<file path="src/rtl/intersection_phase_scheduler.sv">
// Demand-actuated phase sequencer for a two-approach intersection with a pedestrian crossing.
// Green time stretches between GREEN_MIN and GREEN_MAX depending on cross and pedestrian demand.
module intersection_phase_scheduler #(
    parameter int unsigned CW        = 8,
    parameter int unsigned GREEN_MIN = 20,
    parameter int unsigned GREEN_MAX = 60,
    parameter int unsigned YELLOW_T  = 4,
    parameter int unsigned ALLRED_T  = 2,
    parameter int unsigned PED_T     = 10
) (
    input  logic       clk,
    input  logic       reset,
    input  logic       start,
    input  logic       car_ns,
    input  logic       car_ew,
    input  logic       ped_req,
    output logic       ns_r,
    output logic       ns_y,
    output logic       ns_g,
    output logic       ew_r,
    output logic       ew_y,
    output logic       ew_g,
    output logic       walk,
    output logic       ped_pending,
    output logic [2:0] phase
);

    typedef enum logic [2:0] {
        StIdle     = 3'd0,
        StNsGreen  = 3'd1,
        StNsYellow = 3'd2,
        StAllRed   = 3'd3,
        StEwGreen  = 3'd4,
        StEwYellow = 3'd5,
        StPedWalk  = 3'd6
    } state_e;

    // Last-cycle timer values: a state of duration D exits when timer == D-1.
    localparam logic [CW-1:0] GMinLast   = CW'(GREEN_MIN - 1);
    localparam logic [CW-1:0] GMaxLast   = CW'(GREEN_MAX - 1);
    localparam logic [CW-1:0] YellowLast = CW'(YELLOW_T - 1);
    localparam logic [CW-1:0] AllRedLast = CW'(ALLRED_T - 1);
    localparam logic [CW-1:0] PedLast    = CW'(PED_T - 1);

    state_e        state_q, state_d;
    logic [CW-1:0] timer_q, timer_d;
    logic          next_ew_q, next_ew_d;
    logic          ped_q, ped_d;

    always_ff @(posedge clk or negedge reset) begin
        if (!reset) begin
            state_q   <= StIdle;
            timer_q   <= '0;
            next_ew_q <= 1'b0;
            ped_q     <= 1'b0;
        end else begin
            state_q   <= state_d;
            timer_q   <= timer_d;
            next_ew_q <= next_ew_d;
            ped_q     <= ped_d;
        end
    end

    always_comb begin
        state_d   = state_q;
        next_ew_d = next_ew_q;
        case (state_q)
            StIdle: begin
                if (start) state_d = StNsGreen;
            end
            StNsGreen: begin
                if ((timer_q == GMaxLast) ||
                    ((timer_q >= GMinLast) && (car_ew || ped_q))) begin
                    state_d   = StNsYellow;
                    next_ew_d = 1'b1;
                end
            end
            StNsYellow: begin
                if (timer_q == YellowLast) state_d = StAllRed;
            end
            StEwGreen: begin
                if ((timer_q == GMaxLast) ||
                    ((timer_q >= GMinLast) && (car_ns || ped_q))) begin
                    state_d   = StEwYellow;
                    next_ew_d = 1'b0;
                end
            end
            StEwYellow: begin
                if (timer_q == YellowLast) state_d = StAllRed;
            end
            StAllRed: begin
                if (timer_q == AllRedLast) begin
                    if (!start)         state_d = StIdle;
                    else if (ped_q)     state_d = StPedWalk;
                    else if (next_ew_q) state_d = StEwGreen;
                    else                state_d = StNsGreen;
                end
            end
            StPedWalk: begin
                if (timer_q == PedLast) state_d = next_ew_q ? StEwGreen : StNsGreen;
            end
            default: state_d = StIdle;
        endcase

        timer_d = (state_d != state_q) ? '0 : timer_q + CW'(1);

        // Entering the walk serves the request, even if the button is still held.
        if (state_d == StPedWalk && state_q != StPedWalk) ped_d = 1'b0;
        else if (ped_req)                                 ped_d = 1'b1;
        else                                              ped_d = ped_q;
    end

    always_comb begin
        ns_r = 1'b1;
        ns_y = 1'b0;
        ns_g = 1'b0;
        ew_r = 1'b1;
        ew_y = 1'b0;
        ew_g = 1'b0;
        walk = 1'b0;
        case (state_q)
            StNsGreen:  begin ns_r = 1'b0; ns_g = 1'b1; end
            StNsYellow: begin ns_r = 1'b0; ns_y = 1'b1; end
            StEwGreen:  begin ew_r = 1'b0; ew_g = 1'b1; end
            StEwYellow: begin ew_r = 1'b0; ew_y = 1'b1; end
            StPedWalk:  walk = 1'b1;
            default: ;
        endcase
        phase       = state_q;
        ped_pending = ped_q;
    end

endmodule
</file>
<file path="config.mk">
export PLATFORM = sky130hd
export DESIGN_NAME = intersection_phase_scheduler
export DESIGN_NICKNAME = d
export VERILOG_FILES = /design/src/rtl/intersection_phase_scheduler.sv
export SDC_FILE = /design/constraint.sdc
export NUM_CORES = 1
export LEC_CHECK = 0
export CAP_MARGIN = 20
export CORE_MARGIN = 2
export CORE_UTILIZATION = 50
export DETAILED_ROUTE_END_ITERATION = 16
export GPL_TIMING_DRIVEN = 0
export PLACE_DENSITY = 0.77
export SYNTH_ARGS = -nofsm -noshare
export SYNTH_HDL_FRONTEND = slang
export SYNTH_SLANG_ARGS = --single-unit
export TNS_END_PERCENT = 20
</file>
<file path="constraint.sdc">
create_clock -name clk -period 3.9 [get_ports clk]
set_clock_uncertainty 0.15 [all_clocks]
set_input_delay 1.17 -clock clk [delete_from_list [all_inputs] [get_ports clk]]
set_output_delay 1.17 -clock clk [all_outputs]
set_load 0.005 [all_outputs]
</file>
# ---- After elaboration in Yosys (flattened, before gate mapping)
# Index checks and enable logic that the tools add are counted.
dict set report classes {
  mux 23
  n_mul 0
  div 0
  n_reduce_logical 14
  add_sub_neg 1
  shifts 0
  n_bitwise 0
  order_cmp 1
  eq_ne 15
}
# op n
set op_table {}
lappend op_table {{$mux W3} 9}
lappend op_table {{$pmux W3 S6} 1}
lappend op_table {{$eq A3 B3 Y1 const B} 4}
lappend op_table {{$mux W1} 11}
lappend op_table {{$add A8 B1 Y8 const B} 1}
lappend op_table {{$eq A8 B1 Y1 const B} 1}
lappend op_table {{$eq A8 B2 Y1 const B} 1}
lappend op_table {{$eq A8 B4 Y1 const B} 1}
lappend op_table {{$eq A8 B6 Y1 const B} 1}
lappend op_table {{$ge A8 B5 Y1 const B} 1}
lappend op_table {{$mux W8} 1}
lappend op_table {{$eq A3 B2 Y1 const B} 2}
lappend op_table {{$reduce_or A2 Y1} 3}
lappend op_table {{$logic_or A1 B1 Y1} 4}
lappend op_table {{$ne A2 B2 Y1 const B} 2}
lappend op_table {{$reduce_bool A2 Y1} 2}
lappend op_table {{$eq A3 B1 Y1 const B} 1}
lappend op_table {{$logic_and A1 B1 Y1} 3}
lappend op_table {{$logic_not A3 Y1} 1}
lappend op_table {{$ne A3 B3 Y1} 1}
lappend op_table {{$ne A3 B3 Y1 const B} 1}
lappend op_table {{$reduce_and A3 Y1} 1}
lappend op_table {{$pmux W1 S2} 1}
dict set report word_totals {
  rom_bits 0
  register_bits 13
  out_inout_bits 11
  latch_bits 0
  ramBits 0
  memories 0
  word_cells 58
  input_bits 6
}

# ---- Depth between registers and ports, before layout
# Gate-level depths: netlist of run 1.
dict set report logic_depth {
  ltp_word 8
  mapped_depth 7
  ltp_nobuf 7
}

# ---- Least setup slack after synthesis of run 1
# Ideal clock, no wire load.
dict set report synth_timing {
  path_type {input -> register}
  from {input car_ns}
  to {register timer_q[2]}
  slack_ns 1.326
  path_buffers 0
  t_required_ns 3.649
  stages 3
  arrival_time_ns 2.323
  setup_ns 0.101
  cell_sequence {o311ai_0 -> a31oi_4 -> nor4_1}
}
dict set report synth_via {
  elab_chain_len 7
}
# element line_no
set synth_rtl {}
lappend synth_rtl {{from (decl)} 14} ;# input logic car_ns,
lappend synth_rtl {{$logic_or A1 B1 Y1} 83} ;# ((timer_q >= GMinLast) && (car_ns || ped_q))) begin
lappend synth_rtl {{$logic_and A1 B1 Y1} 83}
lappend synth_rtl {{$logic_or A1 B1 Y1} 82} ;# if ((timer_q == GMaxLast) ||
lappend synth_rtl {{$mux W3} 82}
lappend synth_rtl {{$pmux W3 S6} 67} ;# case (state_q)
lappend synth_rtl {{$ne A3 B3 Y1} 105} ;# timer_d = (state_d != state_q) ? '0 : timer_q + CW'(1);
lappend synth_rtl {{$mux W8} 105}
lappend synth_rtl {{named net timer_d[2]} 46} ;# logic [CW-1:0] timer_q, timer_d;
lappend synth_rtl {{to (signal assigned)} 58} ;# timer_q <= timer_d;
lappend synth_rtl {{to (decl)} 46}
# The timed path passes the listed nets, and every way through them passes these cells.
# A chain may end at the register's enable or synchronous reset.

# ---- Final worst setup path of run 1
dict set report layout_timing {
  from {register state_q[1] (netlist: phase[1])}
  to {output ns_y}
}
dict set report layout_via {
  elab_chain_len 2
}
# element line_no
set layout_rtl {}
lappend layout_rtl {{from (decl)} 45} ;# state_e state_q, state_d;
lappend layout_rtl {{from (signal assigned)} 52} ;# state_q <= StIdle;
lappend layout_rtl {{from (signal assigned)} 57} ;# state_q <= state_d;
lappend layout_rtl {{$eq A3 B2 Y1} 121} ;# case (state_q)
lappend layout_rtl {{$mux W1} 121}
lappend layout_rtl {{to (decl)} 18} ;# output logic ns_y,
# Every way passes these cells.

==> results of run 1 <==
[where the power goes]
part           leakage (uW)  switching (uW)  internal (uW)
combinational      0.000286             256            236
clock             0.0000150            41.9           39.6
sequential         0.000163            42.9            183
total              0.000464             341            458
[state kept, by name, indices dropped and copies added, names as in the netlist]
signal / flops
phase: 3
timer_q: 8
next_ew_q: 1
ped_pending: 1
[placed cells by master (no fill, tap or decap), types with 5 or more instances in the layout]
cell,count
dfrtp_1,13
nor3_1,8
nor2_1,11
nand3_1,8
clkdlybuf4s50_1,16
inv_1,5
nand2_1,8
a21oi_1,5
[how the worst max path moves through the flow]
stage                            start              endpoint  cells after the start  slack [ps]
floorplan                       car_ns  timer_q[2]$_DFF_PN0_                      3        1330
global placement                car_ns  timer_q[2]$_DFF_PN0_                      4         710
detailed placement              car_ns  timer_q[2]$_DFF_PN0_                      4         630
CTS                 phase[1]$_DFF_PN0_                  ns_y                      4         580
global route        phase[1]$_DFF_PN0_                  ns_y                      4         480
finish              phase[1]$_DFF_PN0_                  ns_y                      4         590
[layout make-up]
class	count	area (um^2)
Sequential cell	13	325
Timing Repair Buffer	16	160
Buffer	6	32.5
Tap cell	25	31.3
Clock buffer	4	26.3
Fill cell	170	588
Inverter	5	18.8
Multi-Input combinational cell	83	544
[logic make-up after synthesis]
kind of cell / Yosys count
XOR/XNOR: 6
buffers and inverters: 11
AO/OA/AOI/OAI: 22
flip-flops: 13
AND/OR/NAND/NOR: 53
adder cells (fa/ha/maj): 2
[stage by stage]
stage	hold slack (ps)	util, %	power [uW]
CTS	413	65.9	802
global route	438	65.9	865
finish	402	65.9	799
floorplan	338	-	550
detailed placement	398	64.4	718
global placement	365	64.4	698
[metal layers]
metal | up-vias | global-route usage [%]
met5 | - | 0
met4 | 0 | 10.6
met3 | 13 | 3.08
met2 | 42 | 36.2
met1 | 429 | 28.8
li1 | 427 | -
==> results.md, run 1 <==
* Startpoint of the worst register-to-register path: timer_q[2]$_DFF_PN0_
* Finished Cell Area at 0.00114 mm^2
* Dpl cells at 148
* Fin. max-slew vios at 0
* Pwr/cell area at 702 mW/mm^2
* CTS resizes at 0
* Core area at 0.00173 mm^2
* Main area contributors after synthesis: dfrtp_1, nor2_1, nand3_1
* Worst-path clk slew at 80 ps
* Hold depth at 1
* Routed wl met3 at 121 um
* Area Overhead vs Synth at 23.6%
* Syn Inst Count at 107
* Crit path DAT at 1990 ps
* Crit-path leading delay family: buffers and inverters
* Ys Warns at 0
* Clock Latency Late Sink at 270 ps
* Main combinational cell family by area after synthesis: simple AND/OR/NAND/NOR gates
* Clock Tree Buf Depth at 2
* Met1 Wirelength at 946 um
* WL met2 at 1.03 mm
* Yosys cell types at 38
* CP Cell Sequence: clkbuf_1 > inv_1 > nor3_1 > clkdlybuf4s50_1
* RSZ-0062 raised after global routing: false
* R2R depth at 6
* Number of remaining DRC errors at 0
* Initial antenna violation count at 0
* Syn nets at 115
* Pin count of the biggest net entering global routing at 14
* Crit-path max FO at 10
* First DRT Iteration DRCs at 30
* Slew @ Worst Pin at 927 ps
* Layout cells sized above 1 at 11.0%
* Post-synth top cells: dfrtp_1, nor2_1, nand2_1, nand3_1, nor3_1
* Hold Fails Final Rpt at 0
* Leak pwr at 0.000464 uW
* Crit path launch type: register
* Die span in y at 46.9 um
* Yosys top cell area share at 35.3%
* Mux cell area share after synthesis at 0%
* Row Count at 15
* Final GP Congestion at 0.903
* Avg Cell Area, Syn at 8.61 um^2
* Synth Area in Compound Gates at 19.7%
* Final min period at 3310 ps
* XOR/XNOR share of the synthesized area at 5.71%
* Async set-reset flop share out of synthesis at 100%
* Post-Route Setup TNS at 0 ps
* Drt wl/cell at 14.3 um
* First-pass GRT wire length at 3.39 mm
* CTS tree: done
* Vias per inst at 5.99
* Status: complete, no violations
* Worst path slowest cell: clkdlybuf4s50_1
* Hold-critical path endpoint: timer_q[0]$_DFF_PN0_
* Final WS setup at 586 ps
* Uppermost layer routed: met4
* #FFs+latches synth at 13
* Setup Buffers After CTS at 0
* Die X at 46.9 um
* R2R setup slack at 1280 ps
* DR vias at 911
* Number of I/O pins at 17
* Crit path kind: reg2out
* Peak supply drop at 0.000428 V
* Total gr overflow at 0
* Layout Cells excl Fill at 152
* CTS root buffer: clkbuf_4
* All-Layer GR Usage at 22.1%
* Number of diodes at 0
* Final setup viols at 0
* TritonCTS Buffers at 3
* H-tree depth at 1
* Starting density of the core at 53.3%
* Cts hold-fix bufs at 0
* Vias in the first global route at 771
* HP Class: reg2reg
* Dpl cell area at 0.00111 mm^2
* Post-Synth Simple-Gate Area at 31.0%
* Slew HR at 37.4%
* Worst Path Buf+Inv at 3
* Worst path max stage delay at 570 ps
* Tcrit/Tclk final at 85.0%
* Count leader, synth: dfrtp_1
* Hold_sp: timer_q[0]$_DFF_PN0_
* DRT Pass-1 Iters at 4
* Largest area contributor in the netlist: dfrtp_1
* Sequential area share after synthesis at 35.3%
* Most used flip-flop cell after synthesis: dfrtp_1
* Detailed placement HPWL at 1.68 mm
* Port bufs at 16
* Crit path required time at 2580 ps
* Reg2Reg Capture Point: timer_q[2]$_DFF_PN0_
* Post-synth EDFFs at 0
* Critical Path Sink Type: output port
* Synthesized area at 921 um^2
* Max-cap check violation count at 0
* Post-Route WL at 2.17 mm
* Final-stage net count at 136
* Adder-Cell Fraction of Synth Area at 2.72%
* Area of the die at 0.00220 mm^2
* Setup WS pre-CTS at 634 ps
* Sink Count at 13
* Number of antenna-violating nets in the routed design at 0
* Achievable frequency at 302 MHz
(Power assumes the default switching activity.)
==> run 2, diff against run 1 <==
- clock period: 3.9 -> 3.4 ns (I/O delays scaled with it)
==> results of run 2 <==
The final DEF is identical to that of run 1. Status: complete, no violations.
Main changes from that run: setup slack after placement 634 ps -> 284 ps; setup slack after layout 586 ps -> 236 ps; register-to-register setup slack 1280 ps -> 780 ps; total power 799 uW -> 916 uW; worst IR drop on VDD 0.000428 V -> 0.000491 V
